--- config.mk ---
export PLATFORM = sky130hd
export DESIGN_NAME = bzled_sched
export DESIGN_NICKNAME = d
export VERILOG_FILES = /design/src/rtl/bzled_pkg.sv /design/src/rtl/bzled_tick.sv /design/src/rtl/bzled_sched.sv
export SDC_FILE = /design/constraint.sdc
export NUM_CORES = 1
export LEC_CHECK = 0
export ABC_AREA = 1
export BUFFER_PORTS_ARGS = -buffer_cell sky130_fd_sc_hd__buf_2
export CAP_MARGIN = 20
export CORE_UTILIZATION = 45
export CTS_CLUSTER_SIZE = 8
export DETAILED_ROUTE_END_ITERATION = 6
export PLACE_DENSITY = 0.82
export SYNTH_ARGS = -nofsm -noshare
export SYNTH_HDL_FRONTEND = slang
export SYNTH_SLANG_ARGS = --single-unit
--- constraint.sdc ---
create_clock -name CLK -period 2.6 [get_ports CLK]
set_clock_uncertainty 0.1 [all_clocks]
set_input_delay 0.39 -clock CLK [delete_from_list [all_inputs] [get_ports CLK]]
set_output_delay 0.39 -clock CLK [all_outputs]
set_load 0.005 [all_outputs]
--- src/rtl/bzled_pkg.sv ---
// Shared types and constants for the buzzer/RGB-LED pattern scheduler.
package bzled_pkg;

    typedef enum logic [1:0] {
        IDLE = 2'd0,
        ON   = 2'd1,
        OFF  = 2'd2
    } state_e;

    localparam logic REQ_STATUS = 1'b0;
    localparam logic REQ_ALARM  = 1'b1;

    localparam int COLOR_W = 24;
    localparam int TONE_W  = 16;
    localparam int PHASE_W = 16;
    localparam int RPT_W   = 8;

    // A zero tone means silence, so the buzzer falls back to its idle setting.
    function automatic logic [31:0] bz_duty(input logic [TONE_W-1:0] tone,
                                            input logic [31:0]       idle);
        return (tone != '0) ? {16'd0, tone} : idle;
    endfunction

endpackage

--- src/rtl/bzled_tick.sv ---
// Phase-tick prescaler: one-cycle pulse every TICK_DIV cycles, restarted by clr_i.
module bzled_tick #(
    parameter logic [31:0] TICK_DIV = 32'd50000
) (
    input  logic CLK,
    input  logic RST_n,
    input  logic clr_i,
    output logic tick_o
);

    logic [31:0] cnt_q;
    logic [31:0] cnt_d;

    assign tick_o = (cnt_q == TICK_DIV - 32'd1);

    always_comb begin
        cnt_d = cnt_q + 32'd1;
        if (clr_i || tick_o) begin
            cnt_d = '0;
        end
    end

    always_ff @(posedge CLK or negedge RST_n) begin
        if (!RST_n) begin
            cnt_q <= '0;
        end else begin
            cnt_q <= cnt_d;
        end
    end

endmodule

--- src/rtl/bzled_sched.sv ---
// Two-requester blink/beep scheduler driving the PWM period/duty set inputs.
// Optional alarm preemption of a running status pattern: BZLED_SCHED_PREEMPT_EN.
module bzled_sched
    import bzled_pkg::*;
#(
    parameter logic [31:0] TICK_DIV   = 32'd50000,
    parameter logic [31:0] LED_PERIOD = 32'd255,
    parameter logic [31:0] BZ_IDLE    = 32'd0
) (
    input  logic               CLK,
    input  logic               RST_n,
    input  logic [1:0]         REQ_VALID,
    output logic [1:0]         REQ_READY,
    input  logic [COLOR_W-1:0] REQ_COLOR0,
    input  logic [COLOR_W-1:0] REQ_COLOR1,
    input  logic [TONE_W-1:0]  REQ_TONE0,
    input  logic [TONE_W-1:0]  REQ_TONE1,
    input  logic [PHASE_W-1:0] REQ_ON0,
    input  logic [PHASE_W-1:0] REQ_ON1,
    input  logic [PHASE_W-1:0] REQ_OFF0,
    input  logic [PHASE_W-1:0] REQ_OFF1,
    input  logic [RPT_W-1:0]   REQ_RPT0,
    input  logic [RPT_W-1:0]   REQ_RPT1,
    output logic [31:0]        FREQ_CNT_SET,
    output logic [31:0]        BZ_PUTY_SET,
    output logic [31:0]        LEDR_PUTY_SET,
    output logic [31:0]        LEDG_PUTY_SET,
    output logic [31:0]        LEDB_PUTY_SET,
    output logic               BUSY,
    output logic               GRANT_ID,
    output logic               DONE,
    output logic               ABORTED,
    output logic [1:0]         dbg_state_o
);

    // Handshake: a request transfers on any rising CLK edge where REQ_VALID[i]
    // and REQ_READY[i] are both high; REQ_READY is a combinational one-hot pulse.

    state_e             state_q;
    logic [COLOR_W-1:0] color_q;
    logic [TONE_W-1:0]  tone_q;
    logic [PHASE_W-1:0] on_q, off_q, ph_q;
    logic [RPT_W-1:0]   rpt_q;
    logic               grant_q, busy_q, done_q;
    logic [31:0]        led_r_q, led_g_q, led_b_q, bz_q;

    logic               sel, accept_idle, preempt, load;
    logic               tick, ph_done, tick_clr;
    logic [COLOR_W-1:0] req_color;
    logic [TONE_W-1:0]  req_tone;
    logic [PHASE_W-1:0] req_on, req_off;
    logic [RPT_W-1:0]   req_rpt_raw, req_rpt;

    // The alarm always wins arbitration, and a preemption is only ever by the alarm.
    assign sel         = REQ_VALID[1];
    assign req_color   = sel ? REQ_COLOR1 : REQ_COLOR0;
    assign req_tone    = sel ? REQ_TONE1  : REQ_TONE0;
    assign req_on      = sel ? REQ_ON1    : REQ_ON0;
    assign req_off     = sel ? REQ_OFF1   : REQ_OFF0;
    assign req_rpt_raw = sel ? REQ_RPT1   : REQ_RPT0;
    assign req_rpt     = (req_rpt_raw == '0) ? 8'd1 : req_rpt_raw;

`ifdef BZLED_SCHED_PREEMPT_EN
    assign preempt = (state_q != IDLE) && (grant_q == REQ_STATUS) && REQ_VALID[1];
`else
    assign preempt = 1'b0;
`endif

    // The cycle carrying DONE is not yet open for a new accept.
    assign accept_idle = (state_q == IDLE) && !done_q && (REQ_VALID != 2'b00);
    assign load        = accept_idle || preempt;
    assign REQ_READY   = load ? (sel ? 2'b10 : 2'b01) : 2'b00;

    // Zero-length phases end after one cycle; otherwise on the last tick.
    assign ph_done  = (ph_q == '0) || (tick && (ph_q == 16'd1));
    assign tick_clr = load || ((state_q != IDLE) && ph_done);

    bzled_tick #(.TICK_DIV(TICK_DIV)) u_tick (
        .CLK   (CLK),
        .RST_n (RST_n),
        .clr_i (tick_clr),
        .tick_o(tick)
    );

    always_ff @(posedge CLK or negedge RST_n) begin
        if (!RST_n) begin
            state_q <= IDLE;
            color_q <= '0;
            tone_q  <= '0;
            on_q    <= '0;
            off_q   <= '0;
            ph_q    <= '0;
            rpt_q   <= '0;
            grant_q <= REQ_STATUS;
            busy_q  <= 1'b0;
            done_q  <= 1'b0;
            led_r_q <= '0;
            led_g_q <= '0;
            led_b_q <= '0;
            bz_q    <= BZ_IDLE;
        end else begin
            done_q <= 1'b0;
            if (load) begin
                state_q <= ON;
                grant_q <= sel;
                busy_q  <= 1'b1;
                color_q <= req_color;
                tone_q  <= req_tone;
                on_q    <= req_on;
                off_q   <= req_off;
                ph_q    <= req_on;
                rpt_q   <= req_rpt;
                led_r_q <= {24'd0, req_color[23:16]};
                led_g_q <= {24'd0, req_color[15:8]};
                led_b_q <= {24'd0, req_color[7:0]};
                bz_q    <= bz_duty(req_tone, BZ_IDLE);
            end else begin
                case (state_q)
                    ON: begin
                        if (ph_done) begin
                            state_q <= OFF;
                            ph_q    <= off_q;
                            led_r_q <= '0;
                            led_g_q <= '0;
                            led_b_q <= '0;
                            bz_q    <= BZ_IDLE;
                        end else if (tick) begin
                            ph_q <= ph_q - 16'd1;
                        end
                    end
                    OFF: begin
                        if (ph_done) begin
                            if (rpt_q <= 8'd1) begin
                                state_q <= IDLE;
                                busy_q  <= 1'b0;
                                done_q  <= 1'b1;
                            end else begin
                                state_q <= ON;
                                rpt_q   <= rpt_q - 8'd1;
                                ph_q    <= on_q;
                                led_r_q <= {24'd0, color_q[23:16]};
                                led_g_q <= {24'd0, color_q[15:8]};
                                led_b_q <= {24'd0, color_q[7:0]};
                                bz_q    <= bz_duty(tone_q, BZ_IDLE);
                            end
                        end else if (tick) begin
                            ph_q <= ph_q - 16'd1;
                        end
                    end
                    default: ;
                endcase
            end
        end
    end

    assign FREQ_CNT_SET  = LED_PERIOD;
    assign BZ_PUTY_SET   = bz_q;
    assign LEDR_PUTY_SET = led_r_q;
    assign LEDG_PUTY_SET = led_g_q;
    assign LEDB_PUTY_SET = led_b_q;
    assign BUSY          = busy_q;
    assign GRANT_ID      = grant_q;
    assign DONE          = done_q || preempt;
    assign ABORTED       = preempt;
    assign dbg_state_o   = state_q;

endmodule

Word level (Yosys, flattened, before mapping)
Cells that the tools add are included.
{ "totals": {"ff_bits": 261, "inputBits": 164, "word_cells": 103} }
{ "classes": {"n_addsub": 3, "magnitude_cmp": 1, "n_eq_ne": 9, "muxes": 51, "n_reduce_logical": 24} }
{ "op_table": {"columns": ["op", "count"], "rows": [
  ["$mux W32", 14],
  ["$pmux W32 S2", 4],
  ["$mux W16", 10],
  ["$mux W8", 6],
  ["$add A32 B1 Y32 const B", 1],
  ["$eq A32 B16 Y1 const B", 1],
  ["$pmux W16 S2", 1],
  ["$reduce_bool A16 Y1", 2],
  ["$mux W24", 1],
  ["$eq A16 B1 Y1 const B", 1],
  ["$logic_not A16 Y1", 1],
  ["$sub A16 B1 Y16 const B", 1],
  ["$mux W2", 5],
  ["$reduce_bool A2 Y1", 5],
  ["$mux W1", 9],
  ["$ne A3 B3 Y1 const B", 3],
  ["$reduce_and A3 Y1", 3],
  ["$le A8 B1 Y1 const B", 1],
  ["$logic_not A8 Y1", 1],
  ["$sub A8 B1 Y8 const B", 1],
  ["$logic_and A1 B1 Y1", 4],
  ["$ne A4 B4 Y1 const B", 1],
  ["$pmux W2 S2", 1],
  ["$reduce_and A4 Y1", 1],
  ["other kinds (8)", 10]
]} }

Longest topological paths before layout
{ "depth": {"word_depth": 7, "depth_mapped": 15} }

Modules after synthesis
From an unflattened synthesis, not the netlist that was laid out.
{ "hier_totals": {"cells_unflattened": 1503, "hier_area_um2": 10844.2} }
{ "modules_own_cells": {"columns": ["mod", "instances", "cells_each", "area_each_um2", "seq_area_each_um2"], "rows": [
  ["bzled_sched", 1, 1180, 8662.1, 3528.4],
  ["bzled_tick", 1, 323, 2182.1, 800.8]
]} }

Worst setup path before layout
Ideal clock, no wire load.
{ "synth_timing": {"kind": "reg2out", "start": "register state_q[0] (netlist: dbg_state_o[0])", "end": "output port REQ_READY[0]", "arrival_time_ns": 1.568, "required_time_ns": 2.110, "path_slack_ns": 0.542, "stages_incl_launch_ff": 10, "path_buffers": 4, "cell_sequence": "dfrtp_1 nor2_2 o21ai_1 nor2_4 buf_2 nand2_1 inv_2 buf_4 buf_4 buf_4"} }
{ "synth_via": {"elab_chain_len": 4} }
{ "synth_lines": {"columns": ["item", "line_no", "text"], "rows": [
  ["start: declaration", "bzled_sched.sv:39", "state_e state_q;"],
  ["start signal: assignment", "bzled_sched.sv:87", "state_q <= IDLE;"],
  ["start signal: assignment", "bzled_sched.sv:104", "state_q <= ON;"],
  ["start signal: assignment", "bzled_sched.sv:121", "state_q <= OFF;"],
  ["$logic_not A2 Y1", "bzled_sched.sv:70", "assign accept_idle = (state_q == IDLE) && !done_q && (REQ_VALID != 2'b00);"],
  ["$logic_and A1 B1 Y1 (2 in series)", "bzled_sched.sv:70", null],
  ["$mux W2", "bzled_sched.sv:72", "assign REQ_READY = load ? (sel ? 2'b10 : 2'b01) : 2'b00;"],
  ["end: declaration", "bzled_sched.sv:13", "output logic [1:0] REQ_READY,"]
]} }
No other way between the ends.

Worst setup path after layout
{ "layout_timing": {"start": "register state_q[0] (netlist: dbg_state_o[0])", "end": "output port REQ_READY[1]"} }
Same word-level chain as after synthesis.

==> metrics.csv <==
stage;metric;value;unit
floorplan;core area;0.02347;mm2
cells_and_area;Area Overhead vs Synth;15.68;%
placement;placed cell areas;0.01168;mm2
sta;worst setup margin;0.1083;ns
route;DR pass1 iterations;7;
clocking;clock root buffer;clkbuf_16;
route;DR vias/cell;4.974;
sta;RSZ-0062 raised after global routing;false;
global_routing;global-route wire length before repair;46060;um
clocking;TritonCTS Buffers;17;
critical_path;CP Capture Type;output pin;
pwr;VDD IR max;439.6;uV
sta;Period minus WS final;2.492;ns
global_routing;GRT Residual Overflow;0;
clocking;Clock Sinks;173;
pwr;Static Leakage;6.799;nW
sta;worst-margin pin slew;0.5872;ns
sta;FMAX;0.4013;GHz
synthesis;mean post-synth cell area;7.406;um2
synthesis;leading post-synthesis cells by cell area;dfrtp_1 40%, nand2_1 16%, buf_4 8.8%, nor2_1 4.5%, nand3_1 3.5%;
global_routing;pin count of the biggest net entering global routing;74;
route;Final ANT Viol Nets;0;
floorplan;I/O pin count;332;
status;outcome;finished, final reports clean;
placement;HPWL Detailed;20030;um
flow_run;Max Cap Viol;0;
sta;Final Max Tran Viols;0;
hold_path;Hold Crit Class;input pin to register;
synthesis;Yosys cell types;46;
sta;Tcrit/Tclk final;0.9584;
critical_path;worst-path fanout max;16;
critical_path;critical path type;register to output pin;
synthesis;Yosys top cell by area;dfrtp_1;
route;drt wl/cell;14.44;um
placement;Placer Congestion;0.9327;
floorplan;die width;156.7;um
placement;Setup Slack @ Placement;0.2029;ns
synthesis;YS warnings;0;
pwr;PwrDens;444.3;mW/mm2
clocking;Clk Latency, worst-skew pair;0.43;ns
sta;final setup fails;0;
clocking;H-Tree Level Count;4;
placement;# port buffers;210;
floorplan;die area;0.02455;mm2
floorplan;Core Rows;56;
cells_and_area;design area;0.01246;mm2
synthesis;FF+latch count, synth;173;
clocking;CTS max path bufs;2;
synthesis;register area share after synthesis;0.4020;
synthesis;Netlist Area Pre-Place;0.01077;mm2
clocking;CTS tree;yes;
critical_path;critical path arrival;2.00;ns
floorplan;Die H;156.7;um
cells_and_area;layout cells sized above 1;0.2055;
cells_and_area;number of nets in the layout;1827;
route;DR iter-0 viols;843;
hold_path;WHS Path Cells;3;
global_routing;initial antenna violation count;0;
floorplan;initial core utilization;0.4587;
critical_path;Setup crit start kind;register;
sta;setup TNS;0;ns
global_routing;vias in the first global route;9367;
route;WL final;28710;um
sta;Final Hold Viols;0;
route;DR DRC count;0;
synthesis;Synth top area share;0.4020;
synthesis;Cells after Synth;1454;
global_routing;GRT Util Overall;0.2371;
critical_path;cell depth of the worst flop-to-flop path;13;
clocking;clk slew on worst S/H paths;0.07;ns
critical_path;CP required;2.11;ns
sta;Rel. slew slack;0.6076;
cells_and_area;Diodes inserted;0;
route;via count;9888;
[sequential cells by signal, indices dropped and copies added, names as in the netlist, 8 cells and up]
name and flops:
u_tick.cnt_q 32, color_q 24, BZ_PUTY_SET 16, off_q 16
on_q 16, ph_q 16, tone_q 16, LEDB_PUTY_SET 8
LEDG_PUTY_SET 8, LEDR_PUTY_SET 8, rpt_q 8
[layout make-up]
class,count,area [um2]
multi-input cells,1118,5281
well taps,319,399.1
fillers,2184,11020
clock inverters,13,150.1
inverters,104,400.4
repair buffers,243,1454
clock buffers,18,439.2
flip-flops and latches,173,4332
[cell usage in the layout (no fill, tap or decap), types with 4 or more instances in the layout]
cell / Yosys / routed
nor2_2: 6 / 5
o21bai_1: 14 / 14
clkbuf_16: 0 / 18
a22o_1: 14 / 14
nand2_1: 464 / 464
o21ai_0: 70 / 70
xor2_1: 20 / 20
conb_1: 2 / 121
nand4_1: 11 / 11
nor2_1: 128 / 128
buf_4: 126 / 23
inv_8: 0 / 4
dfrtp_1: 173 / 171
ha_1: 6 / 6
nand2_2: 4 / 4
inv_2: 4 / 4
buf_2: 21 / 209
or2_2: 18 / 18
inv_6: 0 / 6
nand3_1: 76 / 76
o21ai_1: 5 / 5
nor3_1: 25 / 25
buf_12: 0 / 4
o211ai_1: 18 / 18
nor2_4: 4 / 5
a21oi_1: 56 / 56
xnor2_1: 13 / 13
o21ai_2: 20 / 20
inv_1: 98 / 97
nand3b_1: 6 / 6
[through the flow]
stage / cells / hold slack, ns / total power, mW / util
2_1_floorplan: 1573 / -0.005591 / 2.942 / -
3_3_place_gp: 1947 / 0.2529 / 3.009 / 0.4976
3_5_place_dp: 1947 / 0.2604 / 3.011 / 0.4976
4_1_cts: 1983 / 0.05532 / 5.566 / 0.5281
5_1_grt: 1988 / 0.07653 / 5.721 / 0.5307
6_report: 1988 / 0.06159 / 5.534 / 0.5307
[routing by layer]
metal / wire (um) / GRT usage / share of wire / vias to the layer above
met5: 0 / 0 / 0 / -
met4: 709 / 0.07890 / 0.025 / 0
met3: 2182 / 0.05456 / 0.076 / 59
met2: 13910 / 0.4003 / 0.48 / 418
met1: 11900 / 0.2981 / 0.41 / 4610
li1: - / - / - / 4801
[repair_timing]
action                                 in CTS  in global routing
cloned                                      3                  1
buffers inserted                            1                  4
hold buffers                                1                  0
setup endpoints to repair                   2                  2
endpoints found under the hold margin      43                  0
resized for setup                           5                  2
pin swaps                                   0                  1
[report_power, final]
group	switching (mW)	total, mW	internal [mW]
logic	0.164	0.272	0.108
registers	0	2.69	2.69
clock network	1.18	2.57	1.39
[path summary, 6_finish.rpt]
kind	startpoint	endpoint	slack (ns)
worst max-delay path	dbg_state_o[0]	REQ_READY[1]	0.11
worst min-delay path	REQ_OFF0[8]	off_q[8]	0.06
worst max register to register	dbg_state_o[0]	LEDB_PUTY_SET[6]	0.22
worst min register to register	u_tick.cnt_q[0]	u_tick.cnt_q[0]	0.36
max in group asynchronous	RST_n	ph_q[14]	1.26
min in group asynchronous	RST_n	BZ_PUTY_SET[9]	0.36
[cell usage after synthesis (all sizes together)]
cell type    n
xor2        20
nand2      470
inv        104
conb         2
a22oi        3
a21o         1
buf        155
a22o        14
xnor2       13
ha           6
clkbuf      23
o22ai        1
o21bai      15
or2         19
o31ai        2
nor4         2
o211ai      19
nor3        25
o21ai       95
a21oi       57
nor2       139
nand3b       6
a21boi       1
nand3       78
dfrtp      173
nand4       11
[critical path, cell delays in order, from the launching register on]
cell     delay, ns
dfrtp_2       0.45
nor2_4        0.16
o21ai_1       0.12
nor2_4        0.15
buf_6         0.17
nand2_1       0.14
inv_4         0.10
buf_12        0.15
buf_2         0.13
[cells by family (layout without fill, tap and decap cells)]
logic type                 count (synthesis)  after routing  synth area share
and+or+nand+nor                          750            750            0.2940
buffers and inverters                    282            378            0.1494
AOI/OAI and AO/OA                        208            208            0.1200
DFF                                      173            173            0.4020
xor gates and xnor gates                  33             33           0.02684
adders and majority gates                  6              6          0.006972
other                                      2            121         0.0006974
Power figures use the tool's default switching activity.
